==> config.mk <==
export PLATFORM = sky130hd
export DESIGN_NAME = ppt_firing_ctrl
export DESIGN_NICKNAME = d
export VERILOG_FILES = /design/src/rtl/ppt_pkg.sv /design/src/rtl/ppt_prescaler.sv /design/src/rtl/ppt_firing_ctrl.sv
export SDC_FILE = /design/constraint.sdc
export NUM_CORES = 1
export LEC_CHECK = 0
export CORE_UTILIZATION = 40
export CTS_CLUSTER_DIAMETER = 200
export CTS_CLUSTER_SIZE = 24
export DETAILED_ROUTE_END_ITERATION = 6
export GPL_TIMING_DRIVEN = 0
export HOLD_SLACK_MARGIN = 0.02
export PLACE_DENSITY_LB_ADDON = 0.1
export SYNTH_ARGS = -nofsm -noshare
export SYNTH_HDL_FRONTEND = slang
export SYNTH_SLANG_ARGS = --single-unit
export TNS_END_PERCENT = 10
==> constraint.sdc <==
create_clock -name clk -period 5.3 [get_ports clk]
set_input_delay 0.795 -clock clk [delete_from_list [all_inputs] [get_ports clk]]
set_output_delay 0.795 -clock clk [all_outputs]
set_load 0.1 [all_outputs]
==> src/rtl/ppt_pkg.sv <==
// Shared types and constants for the PPT firing controller.
package ppt_pkg;

  localparam int FW = 16;
  localparam logic [FW-1:0] MIN_PERIOD = 16'd2;

  typedef enum logic [1:0] {
    ST_IDLE = 2'd0,
    ST_FIRE = 2'd1,
    ST_GAP  = 2'd2,
    ST_DONE = 2'd3
  } ppt_state_e;

  function automatic logic [FW-1:0] eff_period(input logic [FW-1:0] p);
    return (p < MIN_PERIOD) ? MIN_PERIOD : p;
  endfunction

  // Pulse width is clamped so every period keeps at least one low tick.
  function automatic logic [FW-1:0] eff_width(input logic [FW-1:0] p, input logic [FW-1:0] w);
    logic [FW-1:0] pm1;
    pm1 = eff_period(p) - FW'(1);
    return (w < pm1) ? w : pm1;
  endfunction

endpackage

==> src/rtl/ppt_prescaler.sv <==
// Free-running 32-bit prescaler: one-cycle tick every 2^(clk_div+1) clocks while not cleared.
module ppt_prescaler (
  input  logic       clk,
  input  logic       rstn,
  input  logic       clr,
  input  logic [4:0] clk_div,
  output logic       tick
);

  logic [31:0] r_cnt;
  logic [31:0] w_term;

  // clk_div=31 yields an all-ones terminal value, i.e. the full 32-bit range.
  assign w_term = 32'hFFFF_FFFF >> (5'd31 - clk_div);
  assign tick   = !clr && (r_cnt == w_term);

  always_ff @(posedge clk or negedge rstn) begin
    if (!rstn)
      r_cnt <= '0;
    else if (clr || tick)
      r_cnt <= '0;
    else
      r_cnt <= r_cnt + 32'd1;
  end

endmodule

==> src/rtl/ppt_firing_ctrl.sv <==
// Pulsed-plasma-thruster firing sequencer: count pulses of width W every P ticks.
// Optional PPT_INTERLOCK_EN adds interlock_n, which aborts an active run to IDLE.
//
// state | meaning
// IDLE  | waiting for run_ppt, config transparent
// FIRE  | ppt_out high, counting width ticks
// GAP   | ppt_out low, counting to the period
// DONE  | all firings complete, hold until run_ppt drops
module ppt_firing_ctrl
  import ppt_pkg::*;
(
  input  logic          clk,
  input  logic          rstn,
  input  logic [4:0]    clk_div,
  input  logic [FW-1:0] period,
  input  logic [FW-1:0] width,
  input  logic [FW-1:0] count,
  input  logic          run_ppt,
`ifdef PPT_INTERLOCK_EN
  input  logic          interlock_n,
`endif
  output logic          ppt_out,
  output logic          busy,
  output logic [FW-1:0] count_done,
  output logic          done
);

  ppt_state_e    r_state, w_next;
  logic [4:0]    r_clk_div;
  logic [FW-1:0] r_period, r_width, r_count, r_tick_cnt;
  logic [FW-1:0] w_p, w_w, w_w_in, w_tick_nxt, w_cd_inc;
  logic          w_tick, w_presc_clr, w_start;

  assign w_p        = eff_period(r_period);
  assign w_w        = eff_width(r_period, r_width);
  assign w_w_in     = eff_width(period, width);
  assign w_tick_nxt = r_tick_cnt + FW'(1);
  assign w_cd_inc   = (count_done == '1) ? count_done : count_done + FW'(1);
  assign w_start    = (r_state == ST_IDLE) && run_ppt;
  assign w_presc_clr = !((r_state == ST_FIRE) || (r_state == ST_GAP));

  ppt_prescaler u_presc (
    .clk     (clk),
    .rstn    (rstn),
    .clr     (w_presc_clr),
    .clk_div (r_clk_div),
    .tick    (w_tick)
  );

  always_comb begin
    w_next = r_state;
    case (r_state)
      ST_IDLE: begin
        if (run_ppt) begin
          if (count == '0)        w_next = ST_DONE;
          else if (w_w_in == '0)  w_next = ST_GAP;
          else                    w_next = ST_FIRE;
        end
      end
      ST_FIRE: if (w_tick && (w_tick_nxt == w_w)) w_next = ST_GAP;
      ST_GAP: begin
        if (w_tick && (w_tick_nxt == w_p)) begin
          if (w_cd_inc == r_count) w_next = ST_DONE;
          else if (w_w == '0)      w_next = ST_GAP;
          else                     w_next = ST_FIRE;
        end
      end
      ST_DONE: w_next = ST_DONE;
      default: w_next = ST_IDLE;
    endcase
`ifdef PPT_INTERLOCK_EN
    if (!interlock_n && ((r_state == ST_FIRE) || (r_state == ST_GAP)))
      w_next = ST_IDLE;
`endif
    if (!run_ppt)
      w_next = ST_IDLE;
  end

  // Outputs decode the next state so they change together with the state register.
  always_ff @(posedge clk or negedge rstn) begin
    if (!rstn) begin
      r_state <= ST_IDLE;
      ppt_out <= 1'b0;
      busy    <= 1'b0;
      done    <= 1'b0;
    end else begin
      r_state <= w_next;
      ppt_out <= (w_next == ST_FIRE);
      busy    <= (w_next == ST_FIRE) || (w_next == ST_GAP);
      done    <= (w_next == ST_DONE);
    end
  end

  always_ff @(posedge clk or negedge rstn) begin
    if (!rstn) begin
      r_clk_div  <= '0;
      r_period   <= '0;
      r_width    <= '0;
      r_count    <= '0;
      r_tick_cnt <= '0;
      count_done <= '0;
    end else if (w_start) begin
      r_clk_div  <= clk_div;
      r_period   <= period;
      r_width    <= width;
      r_count    <= count;
      r_tick_cnt <= '0;
      count_done <= '0;
    end else if (w_tick && (w_next != ST_IDLE)) begin
      if ((r_state == ST_GAP) && (w_tick_nxt == w_p)) begin
        count_done <= w_cd_inc;
        r_tick_cnt <= '0;
      end else begin
        r_tick_cnt <= w_tick_nxt;
      end
    end
  end

endmodule

Word-level counts from Yosys, hierarchy flattened:

Cells that the tools add are included.

* $add $sub $neg: 6
* multipliers: 0
* divide/modulo/power cells: 0
* order comparisons: 4
* equality and inequality tests: 11
* shifts and indexed selects: 1
* mux-type cells: 20
* bitwise logic cells: 0
* reduce and logical (&&, ||, !) cells: 18

Operators with widths (count)
* 2-to-1 mux 16 bit: 11
* equality test 16 bit: 3
* zero test 16 bit: 3
* adder 16 x 1 -> 16 bit (second input constant): 2
* adder 32 x 1 -> 32 bit (second input constant): 1
* equality test 32 bit: 1
* less-than comparator 16 bit: 2
* less-than comparator 16 x 2 -> 1 bit (second input constant): 2
* 2-to-1 mux 32 bit: 1
* >> shifter 32 x 5 -> 32 bit (first input constant): 1
* subtractor 16 x 1 -> 16 bit (second input constant): 2
* equality test 16 bit (second input constant): 1
* 2-to-1 mux 2 bit: 7
* equality test 2 bit (second input constant): 4
* one-hot mux 2 bit (4 select lines): 1
* logical AND 1 bit: 6
* nonzero test 2 bit: 3
* subtractor 5 bit (first input constant): 1
* equality test 2 x 1 -> 1 bit (second input constant): 2
* logical OR 1 bit: 3
* zero test 2 bit: 1
* AND reduction 2 bit: 1
* zero test 1 bit: 1

* flip-flop bits (word level): 122
* latch bits: 0
* RAM bits: 0
* ROM bits: 0
* input bits: 56
* output and inout bits: 19
* logic and storage cells: 71
* memories: 0

Logic depth before layout (Yosys ltp):

* depth in word-level cells: 15
* gate-level depth with buffers: 29
* mapped depth without buffers: 26

Hierarchy:

A second synthesis with hierarchy kept.

* cell total of the unflattened synthesis: 1235
* area, all modules: 10142.2 µm²

By module, submodules not included
* ppt_firing_ctrl: instances 1, cells each 931, area an instance 7568.5 µm², sequential area each 2252.2 µm²
* ppt_prescaler: instances 1, cells each 304, area an instance 2573.7 µm², sequential area each 800.8 µm²

Least setup slack after synthesis:

No wires, ideal clock.

* kind: input -> register
* start point: in period[4]
* end point: reg count_done[0]
* arrival: 6.013 ns
* required time: 5.174 ns
* setup slack: -0.838 ns
* stages: 27
* buffers on the path: 2
* path through: or3_1 -> or4_1 -> or4_4 -> o31ai_4 -> ha_1 -> nand2b_1 -> or2_2 -> nor3_1 -> xnor2_1 -> ha_1 -> a21o_1 -> a21o_1 -> a21oi_1 -> o21ai_0 -> nand3_1 -> nand2_1 -> a21oi_1 -> mux2i_1 -> a31o_2 -> a21o_1 -> ha_1 -> o21a_1 -> clkbuf_1 -> nand2b_1 -> clkbuf_1 -> nor3_1 -> mux2_2

* word-level cells in the longest chain between the ends: 14

Ends and longest elaborated chain
* start, declared: line ppt_firing_ctrl.sv:15 `input logic [FW-1:0] period,`
* less-than comparator 16 x 2 -> 1 bit: line ppt_pkg.sv:15 `return (p < MIN_PERIOD) ? MIN_PERIOD : p;`
* 2-to-1 mux 16 bit *: line ppt_pkg.sv:15
* subtractor 16 x 1 -> 16 bit *: line ppt_pkg.sv:21 `pm1 = eff_period(p) - FW'(1);`
* less-than comparator 16 bit: line ppt_pkg.sv:22 `return (w < pm1) ? w : pm1;`
* 2-to-1 mux 16 bit *: line ppt_pkg.sv:22
* zero test 16 bit *: line ppt_firing_ctrl.sv:56 `else if (w_w_in == '0) w_next = ST_GAP;`
* 2-to-1 mux 2 bit *: line ppt_firing_ctrl.sv:56
* 2-to-1 mux 2 bit *: line ppt_firing_ctrl.sv:55 `if (count == '0) w_next = ST_DONE;`
* one-hot mux 2 bit (4 select lines) *: line ppt_firing_ctrl.sv:52 `case (r_state)`
* 2-to-1 mux 2 bit *: line ppt_firing_ctrl.sv:75 `if (!run_ppt)`
* nonzero test 2 bit *: line ppt_firing_ctrl.sv:109 `end else if (w_tick && (w_next != ST_IDLE)) begin`
* logical AND 1 bit *: line ppt_firing_ctrl.sv:109
* nonzero test 2 bit (no line) *
* AND reduction 2 bit (no line) *
* end signal, assigned: line ppt_firing_ctrl.sv:111 `count_done <= w_cd_inc;`
* end, declared: line ppt_firing_ctrl.sv:24 `output logic [FW-1:0] count_done,`

Mark *: on every way between the ends. The rest lies on a longest branch, timed or not.
A chain may end at the register's enable or synchronous reset.

Final worst setup path:

* start point: reg r_period[4]
* end point: reg r_tick_cnt[3]

* word-level cells in the longest chain between the ends: 14

Ends and longest elaborated chain
* start, declared: line ppt_firing_ctrl.sv:30 `logic [FW-1:0] r_period, r_width, r_count, r_tick_cnt;`
* start signal, assigned: line ppt_firing_ctrl.sv:104 `r_period <= period;`
* less-than comparator 16 x 2 -> 1 bit: line ppt_pkg.sv:15
* 2-to-1 mux 16 bit *: line ppt_pkg.sv:15
* subtractor 16 x 1 -> 16 bit: line ppt_pkg.sv:21
* less-than comparator 16 bit: line ppt_pkg.sv:22
* 2-to-1 mux 16 bit: line ppt_pkg.sv:22
* zero test 16 bit: line ppt_firing_ctrl.sv:64 `else if (w_w == '0) w_next = ST_GAP;`
* 2-to-1 mux 2 bit: line ppt_firing_ctrl.sv:64
* 2-to-1 mux 2 bit: line ppt_firing_ctrl.sv:63 `if (w_cd_inc == r_count) w_next = ST_DONE;`
* 2-to-1 mux 2 bit: line ppt_firing_ctrl.sv:62 `if (w_tick && (w_tick_nxt == w_p)) begin`
* one-hot mux 2 bit (4 select lines): line ppt_firing_ctrl.sv:52
* 2-to-1 mux 2 bit: line ppt_firing_ctrl.sv:75
* nonzero test 2 bit: line ppt_firing_ctrl.sv:109
* logical AND 1 bit: line ppt_firing_ctrl.sv:109
* nonzero test 2 bit (no line)
* end signal, assigned: line ppt_firing_ctrl.sv:114 `r_tick_cnt <= w_tick_nxt;`
* end, declared: line ppt_firing_ctrl.sv:30

Mark *: on every way between the ends. The rest lies on a longest branch, timed or not. The select of a mux whose other input is x is not followed.

==> results.md <==
* Final min period at 5.86 ns
* Power per cell area at between 400 and 500 mW/mm^2
* WL final at ~33000 um
* Area of the multi-input gates at about 0.0069 mm^2
* DRT Pass-1 Iters at 5
* Slowest cell on the critical path: or4b_4
* Crit path setup slack, layout at -0.557 ns
* Worst path max stage delay at between 0.5 and 0.6 ns
* Die W at around 160 um
* Main flop type after synthesis: dfrtp_1
* R2R cell count at 31
* Routed len/inst at about 19 um
* FF+latch count, synth at about 120
* CTS tree: yes
* Post-DP HPWL at between 20000 and 25000 um
* CP Buf/Inv Count at 7
* Max Fclk at 171 MHz
* Core Footprint at between 0.02 and 0.025 mm^2
* Cells after synthesis at about 1300
* Initial antenna violation count at 0
* Crit-path leading delay family: simple AND/OR/NAND/NOR gates
* Clk root buf: clkbuf_16
* Drt initial violations at between 700 and 800
* Worst Path Required at around 5.6 ns
* Fin crit share at 111%
* Most frequent cells in the layout: 208 x nand2_1, 114 x dfrtp_1, 99 x nor2_1, 69 x xnor2_1, 62 x clkdlybuf4s50_1
* Reg2reg setup slack at -0.56 ns
* Critical-path maximum fanout at 6
* Ys Warns at 0
* Max cap viols at 0
* Commonest non-fill, non-tap cell in the layout: nand2_1
* Total GRT Usage at between 20% and 30%
* Hold_ws at 0.275 ns
* Reg area at 0.00306 mm^2
* Cell Area, Synth at 0.0101 mm^2
* Critical path data arrival time at slightly above 6 ns
* Synth area leader: dfrtp_1
* Failing checks: negative setup slack
* Final Non-Filler Cells at 1730
* Clock Sinks at between 100 and 150
* EDFF count, synth at 0
* DIE AREA at ~0.026 mm^2
* Most frequent CP cell: buf_6
* Pin count of the biggest net entering global routing at 83
* Yosys top cell area share at 30.3%
* Max transition margin at a little over a third
* WS Path Type: flip-flop to flip-flop
* Status: complete, but fails checks
* Hold_buf cts at 0
* Worst-Margin Slew at around 0.97 ns
* GP Congestion at 0.956
* Clock Latency Late Sink at about 0.43 ns
* Final Setup Violations at 32
* Avg Cell Area, Syn at between 8 and 9 um^2
* Skew final at around 0.012 ns
* Max clock buf depth at 2
* Fraction of layout cells with a size suffix above 1 at between 15 and 20%
* Critical Path Source Type: flip-flop
* Initial Util at about two fifths
* IO Count at 75
* Inserted Diodes at 0
* Worst min path class: input pin to async pin
* Vias in the first global route at 9625
* Seq/Total Area, Yosys at 30.3%
* Top cells by area, synth: dfrtp_1 30%, nand2_1 7.9%, xnor2_1 6.3%
* ANT nets after route at 0
* Synthesized Nets at roughly 1400
* Syn-to-layout area delta at 26.5%
* PortBufs at 74
* Max Slew Vio Count at 0
* Grt ovf at 0
* RSZ-0062 raised after global routing: true
* Row count at between 50 and 60
* Reg clk slew, reported paths at about 0.060 ns
* Final Hold Fails at 0
* Util after Layout at between 50 and 60%
* Crit end category: flip-flop
* H-tree depth at 4
* CTS Buf Count at 17
* Dpl cells at 1650
* VDD IR max at between 0.0003 and 0.0004 V
* First-pass GRT wire length at 53000 um
* Synth cell types at 90
* Leak Pwr at approximately 5.3 nW
* Via Count at 10007
* Vias per inst at just under 6
* Crit path depth at 31
* Die Y at roughly 160 um
* Net count, final at between 1000 and 1500
* DRC at 0
* Fill cells at around 2400
* Ys async rst share at 100%
-- layout make-up --
class | instances | area share (%)
repair buffers | 130 | 9.44
plain buffers | 74 | 3.84
clock inverters | 15 | 1.30
well taps | 324 | 3.18
multi-input cells | 1015 | 53.9
clock buffers | 17 | 3.33
flip-flops and latches | 122 | 24.0
inverters | 33 | 0.971
-- worst paths after layout --
kind                                         start                          end
hold reg to reg             r_count[0]$_DFFE_PN0P_       r_count[0]$_DFFE_PN0P_
setup / recovery           r_period[4]$_DFFE_PN0P_    r_tick_cnt[3]$_DFFE_PN0P_
setup reg to reg           r_period[4]$_DFFE_PN0P_    r_tick_cnt[3]$_DFFE_PN0P_
max in group asynchronous                     rstn      r_period[9]$_DFFE_PN0P_
hold / removal                                rstn  u_presc.r_cnt[14]$_DFF_PN0_
min in group clk            r_count[0]$_DFFE_PN0P_       r_count[0]$_DFFE_PN0P_
-- report_power, final --
part / switching, mW / internal, mW / leakage (nW) / total, mW
Sequential: 0.298 / 1.13 / 1.59 / 1.43
Combinational: 1.82 / 1.28 / 3.39 / 3.09
Clock: 0.493 / 0.702 / 0.292 / 1.20
Total: 2.61 / 3.11 / 5.27 / 5.71
-- synth_stat cells, drive strengths merged, types with 4 or more instances --
cell and n:
nand2b 8, a21o 7, or3 13, a22o 4
dfrtp 122, nor3 43, and2 8, o211a 6
o211ai 10, a31oi 10, nor2b 14, mux2 7
a2111oi 5, ha 43, nor4b 4, o2111ai 6
or2 5, nand3 45, o32ai 4, a31o 4
nand3b 4, mux2i 21, nor2 103, o31ai 16
xnor2 73, o21a 10, o221ai 6, xor2 41
nand4 45, and4 6, o21ai 79, or4 11
buf 32, nor4 38, or4b 4, inv 33
clkbuf 49, a21oi 42, nand2 212, and3 18
-- per-stage QoR --
stage / setup TNS, ns / setup WS (ns) / total power, mW / area [um^2]
finish: -14.79 / -0.557 / 5.71 / 12800
floorplan: -17.07 / -0.676 / 3.28 / 10200
CTS: -12.74 / -0.485 / 5.62 / 12600
global route: -24.58 / -0.864 / 6.04 / 12800
global placement: -270.55 / -2.20 / 3.99 / 11300
detailed placement: -68.56 / -2.30 / 4.01 / 11300
-- kinds of logic (layout without fill, tap and decap cells) --
family	after synthesis	in the layout	share of synthesized area, %
AOI/OAI and AO/OA	241	241	16.1
xor gates and xnor gates	114	114	9.90
adders and majority gates	44	44	5.43
buffers and inverters	114	269	5.50
DFF	122	122	30.3
muxes	28	28	2.87
and+or+nand+nor	588	588	29.9
-- state kept, by name (all words and copies together) (netlist names), 2 cells and up --
| signal | cells |
|---|---|
| count_done | 16 |
| r_period | 16 |
| r_clk_div | 5 |
| u_presc.r_cnt | 32 |
| r_width | 16 |
| r_count | 16 |
| r_state | 2 |
| r_tick_cnt | 16 |
-- routing by layer --
layer / global-route usage, % / wire length, um / share of wire [%]
met1: 36.8 / 15500 / 47
met2: 40.7 / 15000 / 46
met3: 4.00 / 1670 / 5.1
met4: 8.32 / 773 / 2.3
met5: 0 / 0 / 0
-- timing repair --
item | 4_1_cts | 5_1_grt
endpoints found under the setup margin | 37 | 32
setup buffers | 47 | 8
resized for setup | 120 | 19
pin swaps | 41 | 21
(Power assumes the default switching activity.)
